### config.mk
export PLATFORM = sky130hd
export DESIGN_NAME = gshare_predictor
export DESIGN_NICKNAME = d
export VERILOG_FILES = /design/src/rtl/gshare_predictor.sv
export SDC_FILE = /design/constraint.sdc
export NUM_CORES = 1
export LEC_CHECK = 0
export ABC_CLOCK_PERIOD_IN_PS = 41900
export CAP_MARGIN = 10
export CORE_MARGIN = 5
export CORE_UTILIZATION = 60
export DETAILED_ROUTE_END_ITERATION = 16
export GPL_TIMING_DRIVEN = 0
export PLACE_DENSITY = 0.78
export SLEW_MARGIN = 20
export SYNTH_ARGS = -nofsm -noshare
export SYNTH_HDL_FRONTEND = slang
export SYNTH_SLANG_ARGS = --single-unit
export TNS_END_PERCENT = 30
### constraint.sdc
create_clock -name clk -period 41.9 [get_ports clk]
set_clock_uncertainty 0.05 [all_clocks]
set_input_delay 10.475 -clock clk [delete_from_list [all_inputs] [get_ports clk]]
set_output_delay 10.475 -clock clk [all_outputs]
set_load 0.01 [all_outputs]
### src/rtl/gshare_predictor.sv
// Gshare conditional-branch direction predictor: PHT of saturating counters indexed by PC ^ GHR.
// Optional macro GSHARE_BYPASS_EN forwards a same-cycle counter update into the lookup response.
module gshare_predictor #(
    parameter int GHR_WIDTH     = 8,
    parameter int PHT_IDX_WIDTH = 8,
    parameter int CTR_WIDTH     = 2,
    parameter int CTR_INIT      = 2**(CTR_WIDTH-1)-1
) (
    input  logic                     clk,
    input  logic                     reset,
    output logic                     req_rdy,
    input  logic                     req_vld,
    input  logic [31:0]              req_pc,
    output logic                     resp_vld,
    output logic                     resp_taken,
    output logic [CTR_WIDTH-1:0]     resp_ctr,
    output logic [PHT_IDX_WIDTH-1:0] resp_idx,
    output logic [GHR_WIDTH-1:0]     resp_ghr,
    input  logic                     spec_vld,
    input  logic                     spec_taken,
    input  logic                     upd_vld,
    input  logic [PHT_IDX_WIDTH-1:0] upd_idx,
    input  logic                     upd_taken,
    input  logic                     upd_mispredict,
    input  logic [GHR_WIDTH-1:0]     upd_ghr
);

    localparam int PHT_ENTRIES = 2**PHT_IDX_WIDTH;
    localparam logic [CTR_WIDTH-1:0]     CTR_MAX      = '1;
    localparam logic [CTR_WIDTH-1:0]     CTR_INIT_VAL = CTR_WIDTH'(CTR_INIT);
    localparam logic [PHT_IDX_WIDTH-1:0] LAST_IDX     = '1;

    typedef enum logic {
        ST_INIT,
        ST_RUN
    } state_t;

    state_t                   state;
    state_t                   state_next;
    logic [PHT_IDX_WIDTH-1:0] init_cnt;
    logic [CTR_WIDTH-1:0]     pht [PHT_ENTRIES];
    logic [GHR_WIDTH-1:0]     ghr;

    logic                     pht_we;
    logic [PHT_IDX_WIDTH-1:0] pht_waddr;
    logic [CTR_WIDTH-1:0]     pht_wdata;
    logic [CTR_WIDTH-1:0]     upd_ctr_cur;
    logic [CTR_WIDTH-1:0]     upd_ctr_next;
    logic [PHT_IDX_WIDTH-1:0] ghr_ext;
    logic [PHT_IDX_WIDTH-1:0] lookup_idx;
    logic [CTR_WIDTH-1:0]     lookup_ctr;
    logic                     req_acc;

    // PC word-address bits above the index and the oldest upd_ghr bit are never hashed.
    logic unused_inputs;
    assign unused_inputs = ^{req_pc[31:PHT_IDX_WIDTH+2], req_pc[1:0], upd_ghr[GHR_WIDTH-1]};

    always_ff @(posedge clk) begin
        if (reset) begin
            state <= ST_INIT;
        end else begin
            state <= state_next;
        end
    end

    always_ff @(posedge clk) begin
        if (reset) begin
            init_cnt <= '0;
        end else if (state == ST_INIT) begin
            init_cnt <= init_cnt + PHT_IDX_WIDTH'(1);
        end
    end

    always_comb begin
        state_next = state;
        case (state)
            ST_INIT: if (init_cnt == LAST_IDX) state_next = ST_RUN;
            ST_RUN:  state_next = ST_RUN;
            default: state_next = ST_INIT;
        endcase
    end

    // The single PHT write port belongs to the clear sweep in INIT and to commit updates in RUN.
    always_comb begin
        req_rdy   = 1'b0;
        pht_we    = 1'b0;
        pht_waddr = upd_idx;
        pht_wdata = upd_ctr_next;
        case (state)
            ST_INIT: begin
                pht_we    = 1'b1;
                pht_waddr = init_cnt;
                pht_wdata = CTR_INIT_VAL;
            end
            ST_RUN: begin
                req_rdy = 1'b1;
                pht_we  = upd_vld;
            end
            default: begin
                req_rdy = 1'b0;
            end
        endcase
    end

    always_comb begin
        upd_ctr_cur  = pht[upd_idx];
        upd_ctr_next = upd_ctr_cur;
        if (upd_taken) begin
            if (upd_ctr_cur != CTR_MAX) upd_ctr_next = upd_ctr_cur + CTR_WIDTH'(1);
        end else begin
            if (upd_ctr_cur != '0) upd_ctr_next = upd_ctr_cur - CTR_WIDTH'(1);
        end
    end

    always_ff @(posedge clk) begin
        if (pht_we) begin
            pht[pht_waddr] <= pht_wdata;
        end
    end

    assign ghr_ext    = PHT_IDX_WIDTH'(ghr);
    assign lookup_idx = req_pc[PHT_IDX_WIDTH+1:2] ^ ghr_ext;
    assign req_acc    = req_vld & req_rdy;

    always_comb begin
        lookup_ctr = pht[lookup_idx];
`ifdef GSHARE_BYPASS_EN
        if (state == ST_RUN && upd_vld && upd_idx == lookup_idx) begin
            lookup_ctr = upd_ctr_next;
        end
`endif
    end

    // A mispredict repair overrides any speculative push issued in the same cycle.
    always_ff @(posedge clk) begin
        if (reset) begin
            ghr <= '0;
        end else if (state == ST_RUN) begin
            if (upd_vld && upd_mispredict) begin
                ghr <= {upd_ghr[GHR_WIDTH-2:0], upd_taken};
            end else if (spec_vld) begin
                ghr <= {ghr[GHR_WIDTH-2:0], spec_taken};
            end
        end
    end

    always_ff @(posedge clk) begin
        if (reset) begin
            resp_vld   <= 1'b0;
            resp_taken <= 1'b0;
            resp_ctr   <= '0;
            resp_idx   <= '0;
            resp_ghr   <= '0;
        end else begin
            resp_vld <= req_acc;
            if (req_acc) begin
                resp_taken <= lookup_ctr[CTR_WIDTH-1];
                resp_ctr   <= lookup_ctr;
                resp_idx   <= lookup_idx;
                resp_ghr   <= ghr;
            end
        end
    end

endmodule
Yosys cells after proc, flatten, opt, wreduce, memory -nomap -nowiden
Memories as Yosys holds them, arrays and structs flattened.
Cells that the tools add are included.
Word-level totals
  RAM bits: 512
  input bits: 56
  register bits after elaboration: 37
  output and inout bits: 21
  logic and storage cells: 34
  memories kept: 1
Cells by class
  equality and inequality tests: 2
  $add $sub $neg: 3
  multiplexer cells: 13
  reduce and logical (&&, ||, !) cells: 4
  bitwise operators: 3
Memory list
  pht: depth 256, bits a word 2, rd ports 2, clocked after Yosys merged registers in 0, wr ports 1, RTL line 41  | logic [CTR_WIDTH-1:0] pht [PHT_ENTRIES];
Operator list (number)
  2-to-1 mux 8 bit: 3
  adder 8 x 1 -> 8 bit, second input constant: 1
  == test 8 bit, second input constant: 1
  2-to-1 mux 2 bit: 4
  bitwise XOR 8 bit: 1
  2-to-1 mux 1 bit: 4
  one-hot mux 1 bit (2 select lines): 2
  nonzero test 2 bit: 2
  adder 2 x 1 -> 2 bit, second input constant: 1
  inequality test 2 bit, second input constant: 1
  AND reduction 2 bit: 1
  subtractor 2 x 1 -> 2 bit, second input constant: 1
  bitwise AND 1 bit: 1
  logical AND 1 bit: 1
  NOT 1 bit: 1

Depth between registers and ports, before layout
An unclocked memory read counts as a cell.
  depth after elaboration: 5
  mapped depth: 12
  depth with buffers taken out: 8

Least setup slack after synthesis
OpenSTA, ideal clock, no wires.
  path type: input -> register
  start: input upd_idx[0]
  end: memory pht[0][0], data pin
  stages on the path: 11
  arrival: 19540 ps
  path slack: 20683 ps
  cell sequence: clkbuf_1 > clkbuf_1 > buf_2 > buf_1 > mux4_2 > o22ai_1 > nor3_1 > o211ai_1 > o32ai_1 > a21o_1 > a22oi_1
Between the ends
  longest elaborated chain between the ends: 5
  elaborated cells on any way between the ends: 9
RTL lines
  start: declaration: RTL line 22  | input logic [PHT_IDX_WIDTH-1:0] upd_idx,
  memory read (256 x 2 bit) *
  subtractor 2 x 1 -> 2 bit (tied with other cells): RTL line 111  | if (upd_ctr_cur != '0) upd_ctr_next = upd_ctr_cur - CTR_WIDTH'(1);
  2-to-1 mux 2 bit (on tied branches): RTL line 111, 109
  2-to-1 mux 2 bit *: RTL line 108  | if (upd_taken) begin
  2-to-1 mux 2 bit *: RTL line 89  | case (state)
  via pht_wdata[0]: RTL line 46  | logic [CTR_WIDTH-1:0] pht_wdata;
  end: declaration: RTL line 41
The timed path passes the listed nets; every way through them passes the cells marked *.

Worst setup path after layout
  start: input upd_idx[2]
  end: memory pht[8][0], data pin
Same word-level chain as after synthesis.

==> summary.md <==
| Metric | Value |
|---|---|
| Critical path peak fanout | `20` |
| CTS tree | `yes` |
| Synth Register Bits | `548` |
| Fillers | `2893` |
| RSZ-0062 raised after global routing | `no` |
| Max VDD drop | `38.5 uV` |
| Multi-input logic area | `0.0101 mm2` |
| Syn_nets | `1817` |
| Post-route non-filler standard cell count | `2527` |
| RD Place Congestion | `1.03` |
| Period utilization | `0.377` |
| Adder-Cell Fraction of Synth Area | `0.000468` |
| Clock slew at reported path FFs | `0.06 ns` |
| Setup crit end kind | `flop` |
| Via count | `19.3k` |
| NumNets Final | `1945` |
| H-tree lvl count | `2` |
| Cell Count Post-Placement | `2422` |
| Vias in the first global route | `19.0k` |
| Site Rows | `77` |
| Die Y | `221 um` |
| Ys flop type | `edfxtp_1` |
| DR iter-0 viols | `3865` |
| Clk sinks | `548` |
| I/O Pins | `77` |
| Post-CTS setup buffers | `0` |
| XOR/XNOR Fraction of Synth Area | `0.00711` |
| GR Overflow Total | `0` |
| Clock Latency Late Sink | `0.64 ns` |
| CTS Hold Bufs | `0` |
| Status | `completed` |
| Pwr dens | `39.0 mW/mm2` |
| Post-synth ARST share | `0` |
| Netlist Area Pre-Place | `0.0268 mm2` |
| Total die area | `0.0489 mm2` |
| Largest family of logic cells by synthesized area | `multiplexers` |
| Max Cap Viol | `0` |
| Setup violators final | `0` |
| Starting Density | `0.605` |
| Initial antenna violation count | `2` |
| Root Buffer | `clkbuf_16` |
| Cell leakage power | `9.67 nW` |
| Distinct cell type count after synthesis | `59` |
| CP required | `42.22 ns` |
| Mapped Avg Cell Area | `15.2 um2` |
| Routed Antenna Nets | `0` |
| Cts repair resizes | `0` |
| Mux cell area share after synthesis | `0.238` |
| Final wirelength | `94800 um` |
| Area of the core | `0.0442 mm2` |
| Die Wd | `221 um` |
| Simple-gate share of the synthesized area | `0.0831` |
| Post-synth EDFFs | `512` |
| Critical path class | `input port to flop` |
| Sequential-to-total area share from yosys stat | `0.601` |
| Clock buffer depth | `3` |
| Hold crit path type | `flop to flop` |
| Yosys warns | `0` |
| Layout cells sized above 1 | `0.212` |
| Worst-Margin Slew | `1.31 ns` |
| WL/cell | `37.5 um` |
| WHS | `0.403 ns` |
| Largest net degree at the start of global routing | `35` |
| Via-to-Cell Ratio | `7.66` |
| Minimum clock period | `15.80 ns` |
| F_max | `63.3 MHz` |
| Tot GR Track Use | `0.383` |
| Critical path startpoint category | `input port` |
| Input/output buffers | `45` |
| Final HPWL DP | `65800 um` |
| Slew margin rel. | `0.127` |
| Setup TNS | `0 ns` |
| TritonCTS buffer count | `55` |
| Global-route wire length before repair | `134000 um` |
| Synth Area in Compound Gates | `0.0468` |
| Drt pass-1 iters | `6` |
| Slew Limit Fails | `0` |
| Area Overhead vs Synth | `12.7%` |
| Hold Fails Final Rpt | `0` |
| # DRC | `0` |
| Area taken by flip-flops and latches | `0.0161 mm2` |
| Data arrival, critical path | `16.12 ns` |
| Synth Instances | `1760` |
## metrics by stage
| step | util | setup WS (ns) | power, mW | cell area [um2] |
|---|---|---|---|---|
| after floorplan | - | 20.68 | 0.659 | 26800 |
| after global placement | 0.632 | 11.85 | 0.697 | 28000 |
| after detailed placement | 0.643 | 25.53 | 0.698 | 28400 |
| after CTS | 0.682 | 26.16 | 1.17 | 30100 |
| after global routing | 0.682 | 26.21 | 1.20 | 30200 |
| final | 0.682 | 26.10 | 1.18 | 30200 |
## worst paths after layout
check,slack (ns),startpoint,cells after the start,endpoint
setup / recovery,26.10,upd_idx[2],14,pht[8][0]$_DFFE_PP_
hold / removal,0.40,resp_ghr[0]$_SDFFE_PP0P_,2,resp_ghr[0]$_SDFFE_PP0P_
setup reg to reg,36.86,ghr[1]$_SDFFE_PP0P_,11,resp_taken$_SDFFE_PP0P_
hold reg to reg,0.40,resp_ghr[0]$_SDFFE_PP0P_,2,resp_ghr[0]$_SDFFE_PP0P_
## cells in the final DEF (no fill, tap or decap), types with 37 or more instances in the layout
cell | netlist | layout
clkbuf_16 | 0 | 55
mux2i_1 | 80 | 80
clkbuf_1 | 93 | 93
nor2_1 | 300 | 300
edfxtp_1 | 512 | 512
a21oi_1 | 40 | 40
clkdlybuf4s50_1 | 0 | 45
nand2_1 | 120 | 120
mux4_2 | 244 | 244
nand3_1 | 37 | 37
o221ai_1 | 37 | 37
## flip-flops by register name, indices dropped and copies added, names as in the netlist
signal      cells
ghr             8
init_cnt        8
pht           512
resp_ctr        1
resp_ghr        8
resp_idx        8
resp_taken      1
resp_vld        1
state           1
## synth_stat cells, drive strengths merged, types with 2 or more instances
cell type,instances,area share
edfxtp,512,0.57
nor2,300,0.042
mux4,244,0.21
nand2,120,0.017
clkbuf,93,0.013
mux2i,80,0.030
buf,48,0.0088
a21oi,40,0.0075
nand3,37,0.0069
o221ai,37,0.012
dfxtp,36,0.027
nor3,20,0.0037
o21ai,18,0.0034
o22ai,18,0.0042
nand4,15,0.0035
nor2b,11,0.0026
a211oi,10,0.0028
xnor2,10,0.0036
xor2,10,0.0036
a311oi,9,0.0029
nand2b,9,0.0021
a22oi,8,0.0022
inv,7,0.00098
mux2,7,0.0029
a31oi,6,0.0014
nor4,5,0.0012
o211ai,5,0.0014
nand3b,4,0.0011
o31ai,4,0.0011
a2111oi,3,0.00098
a21o,3,0.00084
a32o,3,0.0011
o32ai,3,0.00098
a31o,2,0.00065
and2,2,0.00047
and3,2,0.00047
nor3b,2,0.00056
or3,2,0.00047
or4,2,0.00056
## power by group
group | leakage (nW) | internal [mW] | switching (mW)
sequential | 5.17 | 0.590 | 0.000593
combinational | 3.67 | 0.0361 | 0.0658
clock | 0.835 | 0.271 | 0.213
total | 9.67 | 0.896 | 0.279
## routing by layer
layer	vias to the layer above	wire length [um]	track usage
met4	2	8030	0.243
met1	9533	30500	0.491
met2	2018	40500	0.558
li1	7314	-	-
met5	-	52	0
met3	478	15700	0.142
## critical path: stages
cell and delay, ns:
clkdlybuf4s50_1 0.70, clkbuf_1 0.72, clkinv_1 0.84, clkbuf_1 0.72, a21oi_1 0.37, nor3_1 0.08
nor4_1 0.64, o41ai_1 0.21, o21ai_1 0.25, a22oi_2 0.30, buf_6 0.26, buf_8 0.16
buf_6 0.17, buf_6 0.17
## kinds of logic after synthesis
logic type | count (synthesis)
buffers and inverters | 149
AND/OR/NAND/NOR | 533
flip-flops | 548
multiplexers | 331
AO/OA/AOI/OAI | 178
XOR/XNOR | 20
adder cells (fa/ha/maj) | 1
## layout make-up
| cell class | count | share of cell area |
|---|---|---|
| sequential | 548 | 0.533 |
| multi-input combinational | 1063 | 0.334 |
| clock buffer | 65 | 0.0469 |
| timing repair buffer | 71 | 0.0298 |
| tap | 592 | 0.0245 |
| buffer | 141 | 0.0199 |
| clock inverter | 36 | 0.0101 |
| inverter | 8 | 0.000995 |
| antenna | 3 | 0.000249 |
Note: power is estimated with default switching activity, not from simulation.
